## src/rtl/writeback_buffer_pkg.sv

```systemverilog
// Shared encodings for the writeback path: register source select and load extension mode.
// Latency: none (constants and types only).
// Backpressure: not applicable.
package writeback_buffer_pkg;

  // Source of the data written back to the register file.
  typedef enum logic [1:0] {
    RS_STORE_MEM  = 2'b00,
    RS_ALU_RESULT = 2'b01,
    RS_IPCP2      = 2'b10,
    RS_RESERVED   = 2'b11
  } regStore_e;

  // Extension applied to memory data before it is written back.
  typedef enum logic [1:0] {
    LM_WORD      = 2'b00,
    LM_BYTE_SEXT = 2'b01,
    LM_BYTE_ZEXT = 2'b10,
    LM_WORD_ALT  = 2'b11
  } loadMode_e;

  // A request only reaches the queue if it writes a register from a defined source.
  function automatic logic writesRegister(input logic regWrite, input logic [1:0] regStore);
    return regWrite && (regStore_e'(regStore) != RS_RESERVED);
  endfunction

endpackage

```

## src/rtl/writeback_buffer_wb_fifo.sv

```systemverilog
// Circular queue of {addr,data} entries with all slots exposed for forwarding lookup.
// Latency: a pushed entry is visible at the head one cycle after the push edge.
// Backpressure: pushReady drops when DEPTH entries are held; no bypass when full.
module wb_fifo #(
  parameter int W     = 19,
  parameter int DEPTH = 2
) (
  input  logic                             clk,
  input  logic                             reset,
  input  logic                             pushValid,
  input  logic [W-1:0]                     pushData,
  output logic                             pushReady,
  input  logic                             popEn,
  output logic                             headValid,
  output logic [W-1:0]                     headData,
  output logic [DEPTH-1:0][W-1:0]          entries,
  output logic [$clog2(DEPTH)-1:0]         rdPtr,
  output logic [$clog2(DEPTH):0]           count
);

  localparam int PTR_W = $clog2(DEPTH);
  localparam int CNT_W = PTR_W + 1;

  logic [DEPTH-1:0][W-1:0] mem;
  logic [PTR_W-1:0]        wrPtr;
  logic                    doPush;
  logic                    doPop;

  assign pushReady = (count != CNT_W'(DEPTH));
  assign headValid = (count != '0);
  assign doPush    = pushValid && pushReady;
  assign doPop     = popEn && headValid;
  assign headData  = headValid ? mem[rdPtr] : '0;
  assign entries   = mem;

  // Storage is not cleared on reset; occupancy alone decides which slots are live.
  always_ff @(posedge clk) begin
    if (doPush && !reset) begin
      mem[wrPtr] <= pushData;
    end
  end

  // Pointers wrap naturally because DEPTH is a power of two; occupancy spans 0..DEPTH.
  always_ff @(posedge clk) begin
    if (reset) begin
      rdPtr <= '0;
      wrPtr <= '0;
      count <= '0;
    end else begin
      if (doPush) begin
        wrPtr <= wrPtr + PTR_W'(1);
      end
      if (doPop) begin
        rdPtr <= rdPtr + PTR_W'(1);
      end
      count <= count + CNT_W'(doPush) - CNT_W'(doPop);
    end
  end

endmodule

```

## src/rtl/writeback_buffer.sv

```systemverilog
// Writeback queue: selects/extends result data, queues register writes, forwards youngest match.
// Latency: accepted write appears at the head one cycle after the accept edge.
// Backpressure: in_ready low while the queue is full; head holds until rf_ready pops it.
module writeback_buffer
  import writeback_buffer_pkg::*;
#(
  parameter int DATA_W   = 16,
  parameter int ADDR_W   = 3,
  parameter int DEPTH    = 2,
  parameter int ZERO_REG = 1
) (
  input  logic              clk,
  input  logic              reset,
  input  logic              in_valid,
  output logic              in_ready,
  input  logic              RegWrite,
  input  logic [1:0]        RegStore,
  input  logic [1:0]        LoadMode,
  input  logic [DATA_W-1:0] IPCP2,
  input  logic [DATA_W-1:0] ALUResult,
  input  logic [DATA_W-1:0] StoreMem,
  input  logic [ADDR_W-1:0] rdWB,
  input  logic              rf_ready,
  output logic [DATA_W-1:0] loadData,
  output logic [ADDR_W-1:0] loadAddr,
  output logic              regWriteOut,
  output logic              fwd_hit,
  output logic [DATA_W-1:0] fwd_data,
  input  logic [ADDR_W-1:0] fwd_addr,
  output logic [15:0]       retire_count
);

  localparam int ENTRY_W = DATA_W + ADDR_W;
  localparam int PTR_W   = $clog2(DEPTH);
  localparam int CNT_W   = PTR_W + 1;

  logic [DATA_W-1:0]              extMem;
  logic [DATA_W-1:0]              selData;
  logic                           accept;
  logic                           keep;
  logic                           pushValid;
  logic                           pop;
  logic                           headValid;
  logic [ENTRY_W-1:0]             headData;
  logic [DEPTH-1:0][ENTRY_W-1:0]  entries;
  logic [PTR_W-1:0]               rdPtr;
  logic [CNT_W-1:0]               count;
  logic [PTR_W-1:0]               slot;

  // Byte modes look only at the low byte of the memory word.
  always_comb begin
    extMem = StoreMem;
    case (loadMode_e'(LoadMode))
      LM_BYTE_SEXT: extMem = {{(DATA_W-8){StoreMem[7]}}, StoreMem[7:0]};
      LM_BYTE_ZEXT: extMem = {{(DATA_W-8){1'b0}}, StoreMem[7:0]};
      default:      extMem = StoreMem;
    endcase
  end

  // Pick the writeback source; the reserved code never gets enqueued so its data is irrelevant.
  always_comb begin
    selData = '0;
    case (regStore_e'(RegStore))
      RS_STORE_MEM:  selData = extMem;
      RS_ALU_RESULT: selData = ALUResult;
      RS_IPCP2:      selData = IPCP2;
      default:       selData = '0;
    endcase
  end

  // Dropped requests still complete the handshake so the producer is never stalled by them.
  assign accept    = in_valid && in_ready;
  assign keep      = writesRegister(RegWrite, RegStore) && !((ZERO_REG != 0) && (rdWB == '0));
  assign pushValid = accept && keep;
  assign pop       = regWriteOut && rf_ready;

  wb_fifo #(
    .W     (ENTRY_W),
    .DEPTH (DEPTH)
  ) u_fifo (
    .clk       (clk),
    .reset     (reset),
    .pushValid (pushValid),
    .pushData  ({rdWB, selData}),
    .pushReady (in_ready),
    .popEn     (pop),
    .headValid (headValid),
    .headData  (headData),
    .entries   (entries),
    .rdPtr     (rdPtr),
    .count     (count)
  );

  assign regWriteOut = headValid;
  assign loadData    = headData[DATA_W-1:0];
  assign loadAddr    = headData[ENTRY_W-1:DATA_W];

  // Walk live entries oldest to youngest so the last match seen is the youngest.
  always_comb begin
    fwd_hit  = 1'b0;
    fwd_data = '0;
    slot     = '0;
    for (int k = 0; k < DEPTH; k++) begin
      slot = rdPtr + PTR_W'(k);
      if ((CNT_W'(k) < count) && (entries[slot][ENTRY_W-1:DATA_W] == fwd_addr)) begin
        fwd_hit  = 1'b1;
        fwd_data = entries[slot][DATA_W-1:0];
      end
    end
  end

  // Counts register-file consumptions; wraps at 16 bits.
  always_ff @(posedge clk) begin
    if (reset) begin
      retire_count <= '0;
    end else if (pop) begin
      retire_count <= retire_count + 16'd1;
    end
  end

endmodule

```

## config.mk

```make
export PLATFORM = sky130hd
export DESIGN_NAME = writeback_buffer
export DESIGN_NICKNAME = d
export VERILOG_FILES = /design/src/rtl/writeback_buffer_pkg.sv /design/src/rtl/writeback_buffer_wb_fifo.sv /design/src/rtl/writeback_buffer.sv
export SDC_FILE = /design/constraint.sdc
export NUM_CORES = 1
export LEC_CHECK = 0
export ABC_AREA = 1
export CAP_MARGIN = 10
export CELL_PAD_IN_SITES_DETAIL_PLACEMENT = 1
export CELL_PAD_IN_SITES_GLOBAL_PLACEMENT = 1
export CORE_MARGIN = 1.5
export CORE_UTILIZATION = 29
export DETAILED_ROUTE_END_ITERATION = 8
export PLACE_DENSITY = 0.82
export SKIP_LAST_GASP = 1
export SLEW_MARGIN = 0
export SYNTH_ARGS = -nofsm -noshare
export SYNTH_HDL_FRONTEND = slang
export SYNTH_SLANG_ARGS = --single-unit
```

## constraint.sdc

```tcl
create_clock -name clk -period 2.9 [get_ports clk]
set_input_delay 0.58 -clock clk [delete_from_list [all_inputs] [get_ports clk]]
set_output_delay 0.58 -clock clk [all_outputs]
set_load 0.02 [all_outputs]
```

==> metrics <==
number of global-route vias before repair 3661; Chip Height 114.4 um; post-synth cell types 35; status finished, final reports clean; grt ovf 0; Worst Path Buf+Inv 3; Multi-input gate area 0.001668 mm^2; Tmin final 2.820 ns; RSZ-0062 raised after global routing no; NumNets Final 682; HP Start u_fifo.wrPtr$_SDFFE_PP0P_; Top delay family on crit path buffers and inverters; Syn Area/Cell 7.183 um^2; Min Hold Slack 0.4818 ns; hold path depth 2; largest net degree at the start of global routing 65; CTS H-tree depth 3; Die W 114.4 um; placed cells 770; final hold vios 0; r2r setup slk 0.85 ns; Worst Setup End Kind output pin; fin crit share 97.23%; Routed Antenna Nets 0; clock transition at the registers of the reported paths 0.05 ns; Post-synth ARST share 0%; slowest cell delay on critical path 0.62 ns; syn_nets 567; CTS tree done; clock latency on the worst-skew pair 0.32 ns; Area growth, synth to finish 45.48%; n_diodes 0; Post-synth EDFFs 38; cells along the critical path clkdlybuf4s50_1, inv_1, nand2_1, nand2_1, nor2_1, nand2_2, o21ai_1, clkdlybuf4s50_1; routed wire length 10.72 mm; worst r2r src u_fifo.count[1]$_SDFF_PP0_; I/O pin count 117; most common cell after layout, fill and taps aside nand2_1; most frequent cells in the layout nand2_1, clkdlybuf4s50_1, inv_1; Worst Hold End u_fifo.wrPtr$_SDFFE_PP0P_; via count 3614; Crit Path Max Fanout 5; first-pass GRT wire length 17.19 mm; Cell Area, Synth 0.003598 mm^2; yosys warns 0; port bufs 116; dominant cells by area after synthesis edfxtp_1, nand2_1, dfxtp_1; DRC viols 0; Fmax 354.7 MHz; setup TNS 0 ns; Layout Cells excl Fill 789; crit path max-delay cell type clkdlybuf4s50_1; routability cong. 0.7821; area share of the largest cell type after synthesis 31.71%; Seq/Total Area, Yosys 42.84%; FF-to-FF path depth 9; wire per inst 13.58 um; worst setup margin 0.08040 ns; die area 0.01309 mm^2; clk sink count 58; storage element area 0.001543 mm^2; Synth area leader edfxtp_1; clock root cell clkbuf_16; Final Util 43.40%; Power Density 683.8 mW/mm^2; core footprint 0.01206 mm^2; HP Class reg -> reg; Fillers 1524; Static Leak 2.273 nW; GRT Resource Usage Total 16.65%; Reg-to-Reg End retire_count[15]$_SDFFE_PP0P_; Worst EP required 2.32 ns; CP arrival 2.24 ns; layout cell share with drive strength beyond 1 8.052%; Max Root-Sink Buffers 2; HPWL after DPL 8.646 mm; maxcap violations 0; pre-CTS setup slack -0.2723 ns; initial antenna violation count 0; CTS Hold Bufs 0; worst vdd ir 0.0002458 V; Setup crit start kind primary input; Synth Flop Type edfxtp_1; Finish-stage setup viols 0; Initial DRC Count 127; slew margin rel. 34.05%; placement row count 40; Fin Clk Skew 0.007440 ns; drt first pass iters 4; post-DR vias/cell 4.580; Syn Inst Count 501; worst-margin pin slew 0.9856 ns; CTS Buf Count 9; Setup CP Type in -> out; final slew viol count 0; post-synthesis register bit count 58; Initial Util 29.83%
-- how the worst max path moves through the flow --
stage / start / to / depth (start not counted)
floorplan: RegStore[1] / u_fifo.entries[0]$_DFFE_PP_ / 4
global placement: fwd_addr[2] / fwd_data[3] / 8
detailed placement: fwd_addr[2] / fwd_data[15] / 8
CTS: fwd_addr[0] / fwd_data[15] / 10
global route: fwd_addr[0] / fwd_hit / 8
finish: fwd_addr[0] / fwd_hit / 8
-- power by group --
| group | internal (W) | switching, W | total, W |
|---|---|---|---|
| Combinational | 0.000628 | 0.000928 | 0.00156 |
| Clock | 0.000705 | 0.000331 | 0.00104 |
| Sequential | 0.000938 | 0.0000496 | 0.000988 |
-- per-layer routing --
metal	global-route usage, %	wire length (um)	share of wire, %
met1	20.21	4889	46
met2	30.06	5342	50
met3	2.541	323	3.0
met4	5.417	162	1.5
met5	0	0	0
-- stage by stage --
step	cell area, um^2	total power [W]
2_1_floorplan	3603	0.001928
3_3_place_gp	4910	0.002514
3_5_place_dp	4910	0.002569
4_1_cts	5229	0.003620
5_1_grt	5235	0.003792
6_report	5235	0.003579
-- worst min-delay path, cell delays in order, from the launching register on --
cell and delay (ns):
dfxtp_1 0.31, nand2_1 0.07, a21oi_1 0.05
-- flip-flops by register name, summed over array words and instances (netlist names) --
name	flops
u_fifo.rdPtr	1
u_fifo.count	2
u_fifo.wrPtr	1
retire_count	16
u_fifo.entries	38
-- cell type report --
cell class / count / share of cell area, %
multi-input cells: 343 / 31.86
flip-flops and latches: 58 / 29.47
repair buffers: 125 / 23.23
inverters: 79 / 5.712
clock buffers: 13 / 4.971
well taps: 168 / 4.015
clock inverters: 3 / 0.7409
-- cells in the mapped netlist (all sizes together) (2+ instances only) --
cell type / number
a21oi: 12
buf: 10
clkbuf: 12
dfxtp: 20
edfxtp: 38
ha: 3
inv: 79
nand2: 154
nand3: 50
nand4: 2
nor2: 49
nor3: 5
o211ai: 16
o21ai: 42
or2: 2
-- cell families (layout without fill, tap and decap cells) --
kind of cell / count (synthesis) / after routing / synth area share (%)
flops: 58 / 58 / 42.84
simple gates: 265 / 266 / 32.79
compound gates: 73 / 73 / 11.47
fa+ha+maj: 3 / 3 / 1.043
buf+inv: 101 / 220 / 11.61
xor+xnor: 1 / 1 / 0.2434
-- repair_timing --
action                     CTS  global route
resized for setup           17             2
pin swaps                    2             0
gates cloned                 1             0
setup endpoints to repair   16             6
setup buffers                2             0
Note: power is estimated with default switching activity, not from simulation.
